==> src/rtl/cnt_pkg.sv <==
// Shared types and the counter step function used by the counter, its monitor and benches.
// Latency: none (types and pure functions only).
// Backpressure: none.
package cnt_pkg;

   localparam int DEF_WIDTH = 4;

   typedef enum logic {
      IDLE  = 1'b0,
      TRACK = 1'b1
   } state_e;

   // One step of a w-bit up/down counter, wrapped modulo 2^w.
   function automatic logic [31:0] next_count(input logic [31:0] q,
                                              input logic        down,
                                              input int unsigned w = DEF_WIDTH);
      logic [31:0] mask;
      logic [31:0] step;
      mask = (w >= 32) ? 32'hFFFF_FFFF : ((32'd1 << w) - 32'd1);
      step = down ? (q - 32'd1) : (q + 32'd1);
      return step & mask;
   endfunction

endpackage

==> src/rtl/sat_counter.sv <==
// Saturating event counter with synchronous clear.
// Latency: count visible the cycle after the counted edge.
// Backpressure: none; increments past all-ones are dropped.
module sat_counter #(
   parameter int W = 8
) (
   input  logic         clk,
   input  logic         n_rst,
   input  logic         clr,
   input  logic         inc,
   output logic [W-1:0] cnt
);

   logic [W-1:0] cnt_q;
   logic [W-1:0] cnt_d;

   // Clear beats increment; otherwise count up and stick at all-ones.
   always_comb begin
      cnt_d = cnt_q;
      if (clr) begin
         cnt_d = '0;
      end else if (inc && (cnt_q != {W{1'b1}})) begin
         cnt_d = cnt_q + W'(1);
      end
   end

   // Count register.
   always_ff @(posedge clk or negedge n_rst) begin
      if (!n_rst) begin
         cnt_q <= '0;
      end else begin
         cnt_q <= cnt_d;
      end
   end

   assign cnt = cnt_q;

endmodule

==> src/rtl/count_monitor.sv <==
// Checks that an up/down counter steps by exactly +/-1 per clock; reports lock, wraps and errors.
// Latency: all flags/counters registered, reflecting the step checked at the previous edge.
// Backpressure: none; passive observer, samples every enabled edge.
module count_monitor
   import cnt_pkg::*;
#(
   parameter int WIDTH  = DEF_WIDTH,
   parameter int LOCK_N = 4,
   parameter int CNT_W  = 8
) (
   input  logic             clk,
   input  logic             n_rst,
   input  logic             en,
   input  logic             clr,
   input  logic             down,
   input  logic [WIDTH-1:0] q_in,
   output logic             locked,
   output logic             err_pulse,
   output logic             wrap_pulse,
   output logic [CNT_W-1:0] err_cnt,
   output logic [CNT_W-1:0] wrap_cnt
);

   // LOCK_N is at most 15, so four bits always hold the good-step run.
   localparam int GOOD_W = 4;

   state_e              state_q;
   logic [WIDTH-1:0]    ref_q;
   logic                ref_down_q;
   logic [GOOD_W-1:0]   good_q;
   logic [GOOD_W-1:0]   good_d;
   logic                locked_q;
   logic                err_q;
   logic                wrap_q;

   logic [WIDTH-1:0]    exp_val;
   logic                tracking;
   logic                step_ok;
   logic                step_wrap;

   // Expected value from the reference sample, and classification of the current step.
   always_comb begin
      exp_val   = WIDTH'(next_count(32'(ref_q), ref_down_q, WIDTH));
      tracking  = en && (state_q == TRACK);
      step_ok   = (q_in == exp_val);
      step_wrap = step_ok && (ref_down_q ? (ref_q == '0) : (ref_q == '1));
      good_d    = (good_q >= GOOD_W'(LOCK_N)) ? GOOD_W'(LOCK_N) : good_q + GOOD_W'(1);
   end

   // Monitor FSM: sync on the first enabled edge, then compare and resync on every edge.
   always_ff @(posedge clk or negedge n_rst) begin
      if (!n_rst) begin
         state_q    <= IDLE;
         ref_q      <= '0;
         ref_down_q <= 1'b0;
         good_q     <= '0;
         locked_q   <= 1'b0;
         err_q      <= 1'b0;
         wrap_q     <= 1'b0;
      end else if (!en) begin
         state_q  <= IDLE;
         good_q   <= '0;
         locked_q <= 1'b0;
         err_q    <= 1'b0;
         wrap_q   <= 1'b0;
      end else begin
         // The current sample is always the reference for the next step, so an error never cascades.
         ref_q      <= q_in;
         ref_down_q <= down;
         case (state_q)
            IDLE: begin
               state_q  <= TRACK;
               good_q   <= '0;
               locked_q <= 1'b0;
               err_q    <= 1'b0;
               wrap_q   <= 1'b0;
            end
            TRACK: begin
               if (step_ok) begin
                  good_q   <= good_d;
                  locked_q <= (good_d == GOOD_W'(LOCK_N));
                  err_q    <= 1'b0;
                  wrap_q   <= step_wrap;
               end else begin
                  good_q   <= '0;
                  locked_q <= 1'b0;
                  err_q    <= 1'b1;
                  wrap_q   <= 1'b0;
               end
            end
         endcase
      end
   end

   sat_counter #(.W(CNT_W)) u_err_cnt (
      .clk   (clk),
      .n_rst (n_rst),
      .clr   (clr),
      .inc   (tracking && !step_ok),
      .cnt   (err_cnt)
   );

   sat_counter #(.W(CNT_W)) u_wrap_cnt (
      .clk   (clk),
      .n_rst (n_rst),
      .clr   (clr),
      .inc   (tracking && step_wrap),
      .cnt   (wrap_cnt)
   );

   assign locked     = locked_q;
   assign err_pulse  = err_q;
   assign wrap_pulse = wrap_q;

endmodule

==> config.mk <==
export PLATFORM = sky130hd
export DESIGN_NAME = count_monitor
export DESIGN_NICKNAME = d
export VERILOG_FILES = /design/src/rtl/cnt_pkg.sv /design/src/rtl/sat_counter.sv /design/src/rtl/count_monitor.sv
export SDC_FILE = /design/constraint.sdc
export NUM_CORES = 1
export LEC_CHECK = 0
export CAP_MARGIN = 10
export CORE_MARGIN = 10
export CORE_UTILIZATION = 50
export CTS_BUF_LIST = sky130_fd_sc_hd__clkbuf_16
export CTS_CLUSTER_DIAMETER = 100
export CTS_CLUSTER_SIZE = 28
export DETAILED_ROUTE_END_ITERATION = 10
export PLACE_DENSITY = 0.81
export SYNTH_ARGS = -nofsm -noshare
export SYNTH_HDL_FRONTEND = slang
export SYNTH_SLANG_ARGS = --single-unit
==> constraint.sdc <==
create_clock -name clk -period 2.5 [get_ports clk]
set_input_delay 0.25 -clock clk [delete_from_list [all_inputs] [get_ports clk]]
set_output_delay 0.25 -clock clk [all_outputs]
set_load 0.01 [all_outputs]
-- After elaboration in Yosys (flattened, before gate mapping)
Cells that the tools add are included.
W data, S select, Z words.
- bits of input ports: 9
- logic and storage cells: 51
- bits in registers: 29
- output and inout port bits: 19
- $lt $le $gt $ge: 1
- bitwise gates (word level): 1
- mux-type cells: 20
- reduce and logical (&&, ||, !) cells: 10
- add/subtract/negate cells: 5
- equal/unequal tests: 5
- operator list (kind ; number):
    $mux W8 ; 4
    $add A8 B1 Y8 const B ; 2
    $mux W4 ; 4
    $ne A8 B8 Y1 const B ; 2
    $add A4 B1 Y4 const B ; 2
    $mux W1 ; 8
    $pmux W4 S2 ; 1
    $logic_and A1 B1 Y1 ; 6
    $pmux W1 S2 ; 3
    $eq A4 B3 Y1 const B ; 1
    $eq A4 B4 Y1 ; 1
    $eq A4 B4 Y1 const B ; 1
    $ge A4 B3 Y1 const B ; 1
    $logic_not A4 Y1 ; 1
    $reduce_bool A2 Y1 ; 2
    $sub A4 B1 Y4 const B ; 1
    $logic_not A1 Y1 ; 1
    $not A1 Y1 ; 1

-- Longest topological paths before layout
Gate-level depths: netlist of the first run.
- word-level depth: 8
- mapped depth: 9
- gate-level depth less buffers: 7

-- By module
From an unflattened synthesis of the first run, not the netlist that was laid out.
- cells, all modules: 155
- area total of the unflattened synthesis: 1590.3 um2
- modules (own cells, without submodules) (module ; cells each ; area an instance (um2) ; instances):
    sat_counter ; 49 ; 464.2 ; 2
    count_monitor ; 57 ; 661.9 ; 1

-- Worst setup path after synthesis of the first run
Ideal clock, no wire load.
- path kind: register to register
- from: register ref_q[0]
- to: register u_wrap_cnt.cnt_q[4] (netlist: u_wrap_cnt.cnt[4])
- setup slack: 0.149 ns
- stages on the path, launching flop included: 9
- path buffers: 1
- setup time: 0.078 ns
- arrival time: 2.273 ns
- cells stage by stage: dfrtp_1 -> inv_1 -> fa_1 -> xor3_1 -> and3_1 -> o2111ai_2 -> buf_6 -> or4_1 -> a21oi_1
- longest elaborated chain between the ends: 7
- RTL lines (item ; line ; RTL):
    start, declared ; count_monitor.sv:28 ; logic [WIDTH-1:0] ref_q;
    start signal, assigned ; count_monitor.sv:68 ; ref_q <= q_in;
    $add A4 B1 Y4 or $sub A4 B1 Y4 (tied branches) ; cnt_pkg.sv:20 ; step = down ? (q - 32'd1) : (q + 32'd1);
    $mux W4 ; cnt_pkg.sv:20 ;
    $eq A4 B4 Y1 ; count_monitor.sv:45 ; step_ok = (q_in == exp_val);
    $logic_and A1 B1 Y1 (*) ; count_monitor.sv:46 ; step_wrap = step_ok && (ref_down_q ? (ref_q == '0) : (ref_q == '1));
    $logic_and A1 B1 Y1 (*) ; count_monitor.sv:107 ; .inc (tracking && step_wrap),
    $logic_and A1 B1 Y1 (*) ; sat_counter.sv:22 ; end else if (inc && (cnt_q != {W{1'b1}})) begin
    $reduce_bool A2 Y1 (no source line) (*) ; -- ;
    end signal, assigned ; sat_counter.sv:32 ; cnt_q <= cnt_d;
    end, declared ; sat_counter.sv:14 ; logic [W-1:0] cnt_q;
Every way passes the cells marked *; elsewhere a longest branch is shown, timed or not.
A chain may end at the register's enable or synchronous reset.

-- Worst setup path after layout of the first run
- from: register ref_q[0]
- to: register u_wrap_cnt.cnt_q[2] (netlist: u_wrap_cnt.cnt[2])
Same word-level chain as after synthesis.

==> results summary, run 1 <==
The flow ran to the end, and the final reports show no timing, DRC or antenna violations. The tree is rooted in a sky130_fd_sc_hd__clkbuf_16. The worst setup path endpoint is u_wrap_cnt.cnt[2]. The number of pins exceeding their max-slew limit in the final report came out at 0. The via density per instance is between 5 and 6.

The fraction of final layout cells with drive strength greater than 1 came out at between 10% and 20%. TritonCTS built the clock tree. The count of flip-flops with a built-in enable after synthesis came out at 0. The worst clock skew is ~0.0081 ns. The average size of a mapped cell came out at about 10 sq um. In this run the power density over the cells is around 650 mW/mm^2. No sink is reached through more buffers than the 2 on the longest clock path. The count of input and output buffers came out at 27.

The worst setup path is of the reg2reg kind. The switching power of the nets came out at between 0.0003 and 0.0004 W. The switching power as a share of total power is between 20% and 30%.

The die is approximately 76 um wide. The path category of the worst min-delay check is in2async. The number of hold-slack violations in the final timing report came out at 0. The net count of the mapped netlist came out at 169.

For the worst setup path, the data required time is roughly 2.7 ns. Of the available clock period, the critical path in the final layout requires between 90% and 100%. The routed wire length per instance came out at ~16 um.

The first detailed-routing pass took 4 iterations. The worst setup margin is ~0.069 ns. The worst slew slack as a fraction of its limit came out at a little over half. The nature of the critical path endpoint is a register. The number of standard cells after synthesis came out at roughly 150.

Detailed placement finished with a half-perimeter wire length of roughly 2600 um. The vertical extent of the die is about 76 um. The detailed router finished its first iteration with around 180 violations.

The number of antenna diodes came out at 0. The overall fraction of global-route tracks in use is approximately 14%. The wire length of the first global-routing pass is ~6000 um. The vias after detailed routing is between 1000 and 1500. Routability-driven placement finished with a final weighted congestion of around 0.80. The detail route stage leaves a number of antenna-violating nets equal to 0. The warning count from the yosys run came out at 0.

The cell taking the most area after synthesis is sky130_fd_sc_hd__dfrtp_1. Measured in cells, the most critical reg-to-reg path has a length of 7. The transition time at the pin with the least slew margin is 0.678 ns.

The minimum clock period after layout came out at 2.43 ns. Across the run, the number of max-cap violations was 0. The sequential fraction of design power is 36.2%.

Synthesis instantiated 37 different standard cells from the library. Entering global routing, the biggest net connects 30 pins. The number of antenna violations at the first check in global routing is 0. The number of clock buffers inserted by TritonCTS came out at 5. The initial standard-cell utilization of the core came out at between 50% and 60%. After synthesis, the share of flip-flops with an asynchronous set or reset is between 90% and 100%.

The via count of the first global-routing pass is ~1300. The placement row count is 20. Compared with the post-synthesis result, the final layout area differs by 37.3%. 28 I/O pins were placed. Combinational logic is responsible for around 16% of the overall power. The total core area is a little over 0.003 sq mm. The launch instance of the worst register-to-register path is ref_q[0]. Prior to clock tree synthesis, the placed netlist has a worst setup slack of ~0.026 ns. The clock sink total is 29. Timing would allow up to slightly above 400 MHz. For this design the static power due to leakage is 0.920 nW.

The endpoint identified for the worst register-to-register timing path is u_wrap_cnt.cnt[2]. For this run, the post-layout net count is 209. The setup violation total in the final timing report came out at 0. Leaving out fill and tap cells, the most frequent cell in the layout is sky130_fd_sc_hd__dfrtp_1.

The remaining global-route overflow is 0. In the post-synthesis netlist, the biggest area contributors are sky130_fd_sc_hd__dfrtp_1 (46%), sky130_fd_sc_hd__a21oi_1 (4.2%), sky130_fd_sc_hd__ha_1 (4.0%). For this run, design rule violations remaining after detail routing come to 0.

The post-synthesis sequential element count came out at 29. The clock network burns approximately 48% of the power. The largest voltage drop on the vdd net is between 0.5 and 0.6 mV. The die outline area came out at ~0.0058 sq mm. STA puts the critical path data arrival time at 2.62 ns.

The sort of element at the start of the critical path is a register. For this run, the leading register cell type out of synthesis is sky130_fd_sc_hd__dfrtp_1. The smallest hold slack came out at 0.349 ns. Cell internal power was estimated by the tool at between 0.001 and 0.0015 W. In this run the worst setup path begins at ref_q[0]. The clock latency reported for the late side of the worst-skew pair came out at roughly 0.28 ns. The sequential element share of the synthesized area is 46.5%. In the layout the commonest cells are sky130_fd_sc_hd__dfrtp_1 (28), sky130_fd_sc_hd__clkdlybuf4s50_1 (27), sky130_fd_sc_hd__a21oi_1 (12). The count of H-tree levels built during CTS is 2. The cell area after synthesis came out at between 0.0015 and 0.002 sq mm. The total wire length came out at just under 4000 um. The flop-to-flop setup slack came out at between 0.06 and 0.07 ns. Clock-pin slew was measured on the worst setup and hold paths at 0.05 ns.

The maximum fanout along the worst path came out at 6. The top-area cell type share of the netlist area came out at 46.5%.
what timing repair did:
| item | CTS | global route |
|---|---|---|
| setup endpoints to repair | 0 | 13 |
| buffers inserted | 0 | 5 |
| resized for setup | 0 | 6 |
| hold buffers | 0 | 0 |
Yosys cell counts, types with 5 or more instances:
cell,count
sky130_fd_sc_hd__dfrtp_1,29
sky130_fd_sc_hd__a21oi_1,13
sky130_fd_sc_hd__nand2_1,11
sky130_fd_sc_hd__nor2_1,8
sky130_fd_sc_hd__o21ai_0,8
sky130_fd_sc_hd__inv_1,7
sky130_fd_sc_hd__nand3_1,7
sky130_fd_sc_hd__and3_1,6
sky130_fd_sc_hd__o31ai_1,6
sky130_fd_sc_hd__or4_1,6
sky130_fd_sc_hd__ha_1,5
sky130_fd_sc_hd__mux2_2,5
sky130_fd_sc_hd__or3_1,5
per-layer routing:
layer  vias up  global-route usage [%]  share of wire, %
met5         -                       0                 0
met4         0                    7.42               3.5
met3        14                    6.64               7.1
met2        40                    23.5                53
met1       686                    14.8                36
li1        646                       -                 -
final cells by class:
class / count / area (sq um)
sequential: 29 / 727
clock buffer: 5 / 125
inverter: 7 / 26.3
clock inverter: 2 / 35.0
tap: 44 / 55.1
timing repair buffer: 39 / 358
multi-input combinational: 112 / 818
fill: 227 / 883
critical path, cell delays in order, from the launching register on:
cell,delay (ns)
sky130_fd_sc_hd__dfrtp_1,0.34
sky130_fd_sc_hd__inv_1,0.07
sky130_fd_sc_hd__fa_1,0.44
sky130_fd_sc_hd__xor3_1,0.32
sky130_fd_sc_hd__and3_1,0.27
sky130_fd_sc_hd__o2111ai_2,0.22
sky130_fd_sc_hd__or4_1,0.53
sky130_fd_sc_hd__a21oi_1,0.16
how the worst min path moves through the flow:
stage,end,from,slack [ns]
floorplan,err_pulse,n_rst,-0.05
global placement,good_q[0],good_q[0],0.45
detailed placement,good_q[0],good_q[0],0.46
CTS,ref_q[3],n_rst,0.36
global route,u_wrap_cnt.cnt[5],n_rst,0.39
finish,u_wrap_cnt.cnt[5],n_rst,0.35
power groups by stage:
stage | clock (W) | sequential [W] | combinational (W)
detailed placement | 0 | 0.000513 | 0.000190
CTS | 0.000681 | 0.000505 | 0.000192
global route | 0.000703 | 0.000510 | 0.000244
finish | 0.000670 | 0.000508 | 0.000224
floorplan | 0 | 0.000515 | 0.000112
global placement | 0 | 0.000511 | 0.000182
cell families (layout without fill, tap and decap cells):
family	count (synthesis)	count (layout)	synth area share, %
multiplexers	7	7	4.89
AND/OR/NAND/NOR	60	60	21.6
flip-flops	29	29	46.5
XOR/XNOR	4	4	4.09
AO/OA/AOI/OAI	33	34	13.2
adder cells (fa/ha/maj)	6	6	5.29
other	1	1	0.240
buffers and inverters	14	53	4.25
flip-flops by register name, summed over array words and instances (netlist names), 4 cells and up:
| register | flops |
|---|---|
| good_q | 4 |
| u_wrap_cnt.cnt | 8 |
| u_err_cnt.cnt | 8 |
| ref_q | 4 |
through the flow:
step	instance area (sq um)	setup TNS, ns	power [W]	std cells	util, %
after floorplan	1560	0	0.000627	154	-
after global placement	1900	0	0.000693	225	62.7
after detailed placement	1900	0	0.000703	225	62.7
after CTS	2060	0	0.00138	232	68.0
after global routing	2140	-0.188	0.00146	238	70.8
final	2140	0	0.00140	238	70.8
Note: power is estimated with default switching activity, not from simulation.
==> inputs of run 2 (changes only) <==
ABC_AREA = 0   (was not set)
==> results of run 2 <==
Same layout as run 1: the final DEF is identical, and so are final timing and power.
==> inputs of run 3 (changes only) <==
SKIP_LAST_GASP = 1   (was not set)
==> results of run 3 <==
Same layout as run 1: the final DEF is identical, and so are final timing and power.
